<file path="src/rtl/ifetch_unit.sv">
// ifetch_unit
// Instruction-fetch requester. It drives the instruction memory read port,
// captures each returned word together with the PC it was fetched from into a
// small prefetch FIFO, and hands the FIFO head to decode.
//
// Ports:
//   clk, rst       system clock, synchronous active-high reset
//   im_addr        word address to instruction memory (the fetch PC)
//   im_rd_en       read request; im_instr is captured on the following edge
//   im_instr       read data returned late in the request cycle
//   redirect       flush the FIFO and restart fetch at redirect_pc
//   redirect_pc    restart address
//   out_valid      FIFO head holds a valid entry
//   out_ready      decode accepts the head this cycle
//   out_instr      head instruction (0 when the FIFO is empty)
//   out_pc         head PC (0 when the FIFO is empty)
//   out_pc_plus1   head PC + 1, wrapping (0 when the FIFO is empty)
//   halted         a HALT was fetched and every entry has been delivered
//
// Handshake: an entry transfers to decode on a rising edge where both
// out_valid and out_ready are high. While out_valid is high and out_ready is
// low, the head entry is held unchanged.
module ifetch_unit #(
    parameter logic [15:0] RESET_PC    = 16'h0000,
    parameter int          DEPTH       = 2,
    parameter logic [3:0]  HALT_OPCODE = 4'hF
) (
    input  logic        clk,
    input  logic        rst,
    output logic [15:0] im_addr,
    output logic        im_rd_en,
    input  logic [15:0] im_instr,
    input  logic        redirect,
    input  logic [15:0] redirect_pc,
    output logic        out_valid,
    input  logic        out_ready,
    output logic [15:0] out_instr,
    output logic [15:0] out_pc,
    output logic [15:0] out_pc_plus1,
    output logic        halted
);

    localparam int PW = (DEPTH > 1) ? $clog2(DEPTH) : 1;
    localparam int CW = PW + 1;
    localparam logic [CW-1:0] DEPTH_C = CW'(DEPTH);

    typedef enum logic {
        FETCH   = 1'b0,
        STOPPED = 1'b1
    } state_t;

    state_t        state;
    logic [15:0]   fetch_pc;
    logic [CW-1:0] count;
    logic [PW-1:0] head;
    logic [PW-1:0] tail;
    logic [15:0]   instr_mem [DEPTH];
    logic [15:0]   pc_mem    [DEPTH];
    logic          pop;
    logic          is_halt;

    assign out_valid = (count != '0);
    assign pop       = out_valid & out_ready;
    assign im_addr   = fetch_pc;

    // A full FIFO may still fetch when decode frees a slot in the same cycle.
    assign im_rd_en  = (state == FETCH) & ~redirect & ~rst &
                       ((count < DEPTH_C) | pop);

    assign is_halt   = (im_instr[15:12] == HALT_OPCODE);

    assign out_instr    = out_valid ? instr_mem[head]       : 16'h0000;
    assign out_pc       = out_valid ? pc_mem[head]          : 16'h0000;
    assign out_pc_plus1 = out_valid ? pc_mem[head] + 16'd1  : 16'h0000;

    assign halted = (state == STOPPED) & (count == '0);

    // Control: fetch PC, FIFO pointers/occupancy and the fetch/stop FSM.
    always_ff @(posedge clk) begin
        if (rst) begin
            state    <= FETCH;
            fetch_pc <= RESET_PC;
            count    <= '0;
            head     <= '0;
            tail     <= '0;
        end else if (redirect) begin
            // A pop taken this cycle is simply lost in the flush.
            state    <= FETCH;
            fetch_pc <= redirect_pc;
            count    <= '0;
            head     <= '0;
            tail     <= '0;
        end else begin
            if (im_rd_en) begin
                tail     <= tail + PW'(1);
                fetch_pc <= fetch_pc + 16'd1;
                if (is_halt) begin
                    state <= STOPPED;
                end
            end
            if (pop) begin
                head <= head + PW'(1);
            end
            case ({im_rd_en, pop})
                2'b10:   count <= count + CW'(1);
                2'b01:   count <= count - CW'(1);
                default: count <= count;
            endcase
        end
    end

    // Entry storage; im_rd_en already excludes reset and redirect cycles.
    always_ff @(posedge clk) begin
        if (im_rd_en) begin
            instr_mem[tail] <= im_instr;
            pc_mem[tail]    <= fetch_pc;
        end
    end

endmodule
</file>
<file path="config.mk">
export PLATFORM = sky130hd
export DESIGN_NAME = ifetch_unit
export DESIGN_NICKNAME = d
export VERILOG_FILES = /design/src/rtl/ifetch_unit.sv
export SDC_FILE = /design/constraint.sdc
export NUM_CORES = 1
export LEC_CHECK = 0
export ABC_AREA = 1
export BUFFER_PORTS_ARGS = -buffer_cell sky130_fd_sc_hd__buf_2
export CAP_MARGIN = 40
export CORE_MARGIN = 2
export CORE_UTILIZATION = 60
export CTS_BUF_LIST = sky130_fd_sc_hd__clkbuf_4
export CTS_CLUSTER_DIAMETER = 40
export DETAILED_ROUTE_END_ITERATION = 10
export PLACE_DENSITY = 0.87
export SLEW_MARGIN = 20
export SYNTH_ARGS = -nofsm -noshare
export SYNTH_HDL_FRONTEND = slang
export SYNTH_SLANG_ARGS = --single-unit
</file>
<file path="constraint.sdc">
create_clock -name clk -period 5.39 [get_ports clk]
set_input_delay 0.539 -clock clk [delete_from_list [all_inputs] [get_ports clk]]
set_output_delay 0.539 -clock clk [all_outputs]
set_load 0.02 [all_outputs]
</file>
==> run metrics <==
status=finished, final reports clean; clk_lat worst skew=0.42 ns; largest family of logic cells by synthesized area=simple AND/OR/NAND/NOR gates; Fin Setup TNS=0 ns; Final Hold Fails=0; vias in the first global route=approximately 3500; GR Overflow Total=0; Cells after DPL=a little over 700; post-route DRC violation count=0; RSZ-0062 raised after global routing=no; Placer Congestion=between 0.8 and 0.9; Distinct cells, synth=33; slowest cell on the critical path=dfxtp_1; crit path DAT=between 2 and 3 ns; Placeable Area=0.007137 mm²; total global-route track usage=roughly a quarter; layout cells sized above 1=24.15%; Die Span X=89.29 µm; fraction of the mapped netlist area in simple logic gates=26.18%; adder and majority cell fraction of the synthesized area=less than 1%; Non-Filler Instances=720; total CTS buffers=9; syn avg cell area=roughly 8.5 µm²; Syn. warnings=0; Sink Count=86; Hold Path Class=primary input to register; worst-margin pin slew=0.7716 ns; initial antenna violation count=0; mux cell area share after synthesis=less than 1%; post-cts resize count=0; CP Buf/Inv Count=3; crit path launch type=register; CP Class=register to output port; CTS clk-pin slew, worst paths=~0.14 ns; hold-fix buffer count after cts=0; post-layout min period=around 3.3 ns; Max Fclk=300.2 MHz; Area growth syn-to-layout=16.23%; root buf cell=clkbuf_4; maximum vdd drop=0.1471 mV; CTS Buffer Depth=2; I/O pin count=approximately 100; fin crit share=61.81%; dpl hpwl=around 6600 µm; Max FO, Critical Path=19; Crit path required time=roughly 4.9 ns; Ant. Diodes=0; first-pass GRT wire length=about 15000 µm; via/cell ratio=approximately 5.3; compound-gate portion of the synthesized area=~8.7%; DR vias=3781; crit path capture type=output port; Slew HR=roughly half; Initial Utilization=between 60% and 70%; Post-Syn Nets=between 500 and 600; DRT Pass-1 Iters=5; # setup viols final=0; Mapped Cells=roughly 500; WL/cell=about 13 µm; CTS tree=done; DIE HEIGHT=between 80 and 90 µm; CP delay by family, top=flip-flops; crit path cell chain=buf_4 -> nand2_1 -> nand2_2 -> ha_1 -> nand3_1 -> nor2_4 -> nand3_1 -> nand2_1 -> nand2_1 -> inv_1 -> buf_2; Core Rows=31; register area share after synthesis=roughly 54%; Pwr per Cell Area=about 260 mW/mm²; Nets=655; Post-DRT Antenna Nets=0; Setup Fix Bufs, Post-CTS=0; CP max stage delay=approximately 0.84 ns; Yosys reg bits=86; final wirelength=9311 µm; final-layout fill cell count=around 550; most frequent CP cell=nand2_1; Slew Viols, Final=0; P_leak=0.002353 µW; max-capacitance violation count=0; XOR/XNOR share of the synthesized area=1.204%; Post-Synthesis Cell Area=between 0.004 and 0.005 mm²; H-tree depth=3; initial drt markers=between 200 and 300; pin count of the biggest net entering global routing=38; die area=about 0.008 mm²; Fin Clk Skew=around 0.012 ns; input/output buffers=~100
-- registers in the layout (all words and copies together) (netlist names), named ones only --
register,count
instr_mem,32
pc_mem,32
im_addr,16
tail,1
count,2
state,1
head,1
-- final cells by class --
class | count | area (µm²) | area share, %
clock buffers | 9 | 67.56 | 1.332
clock inverters | 7 | 77.57 | 1.529
inverters | 71 | 274.0 | 5.402
multi-input cells | 342 | 1627 | 32.07
flip-flops and latches | 86 | 2362 | 46.57
well taps | 99 | 123.9 | 2.442
repair buffers | 106 | 540.5 | 10.66
-- power breakdown --
group          internal [µW]  leakage [µW]  switching, µW
clock                    147     0.0000777            222
combinational           55.0       0.00151            114
sequential               737      0.000769           22.5
total                    939       0.00235            359
-- metrics by stage --
step                      power, µW  utilization, %  hold WS [ns]  cell area (µm²)  setup slack (ns)
after floorplan               882.4               -        0.4255             4364             2.627
after detailed placement      941.4           69.04        0.4479             4927             2.520
after global routing           1348           71.07        0.2706             5072             1.797
final                          1298           71.07        0.2894             5072             2.059
after CTS                      1300           71.07        0.2754             5072             2.030
after global placement        934.6           69.04        0.4360             4927             2.626
-- placed cells by master, fill, tap and decap left out, drive strengths merged, types with 2 or more instances in the layout --
cell    instances
inv            75
nor3            2
buf           106
nand4           9
o21ai          24
xor2            6
clkbuf          9
a21oi          40
o211ai          2
edfxtp         64
ha              3
nand2         167
dfxtp          22
a31oi           4
nor2           56
nand3          26
-- layer usage --
metal / vias to the layer above / GRT usage, % / share of wire (%)
li1: 1873 / - / -
met1: 1710 / 30.63 / 41
met2: 175 / 40.00 / 50
met3: 23 / 2.493 / 6.6
met4: 0 / 12.48 / 2.5
met5: - / 0 / 0
-- worst paths after layout --
check / cells past startpoint / slack, ns / startpoint / end
setup / recovery: 11 / 2.06 / register / out_pc_plus1[14]
hold / removal: 1 / 0.29 / im_instr[0] / instr_mem[0][0]
setup reg to reg: 4 / 3.57 / count[1] / pc_mem[1][7]
hold reg to reg: 1 / 0.47 / head / head
-- logic make-up (layout without fill, tap and decap cells) --
| logic type | count (synthesis) | count (layout) |
|---|---|---|
| xor+xnor | 6 | 6 |
| buf+inv | 87 | 193 |
| flops | 86 | 86 |
| fa+ha+maj | 3 | 3 |
| mux | 1 | 1 |
| simple gates | 261 | 261 |
| compound gates | 71 | 71 |
-- worst reg2reg max path, delay by kind of cell, from the launching register on --
| kind | cells | cell delay, ns |
|---|---|---|
| and+or+nand+nor | 3 | 0.73 |
| buffers and inverters | 1 | 0.40 |
| DFF | 1 | 0.37 |
-- synthesized netlist by cell type --
cell type  number  area share (%)
buf_1           1           0.086
inv_1          68             5.8
and3_1          1            0.14
inv_2           2            0.17
o21ai_0        20             2.3
ha_1            3            0.86
buf_4           4            0.69
nor3_1          2            0.23
edfxtp_1       64              44
o21ai_1         1            0.11
clkbuf_1        3            0.26
o21a_1          1            0.17
nand3_1        24             2.8
inv_8           1            0.26
buf_2           6            0.69
buf_12          1            0.46
xor2_1          6             1.2
nand4_1         9             1.3
nor2_1         47             4.0
nor2_4          5             1.3
mux2i_1         1            0.23
nor2_2          4            0.57
nand3_2         1            0.23
nand2_4         3            0.77
a21oi_1        40             4.6
buf_6           1            0.26
o211ai_1        2            0.34
nand3_4         1            0.40
a31oi_1         4            0.57
nand2_2         6            0.86
dfxtp_1        22              10
o21ai_2         3            0.60
nand2_1       158              14
Power figures use the tool's default switching activity.
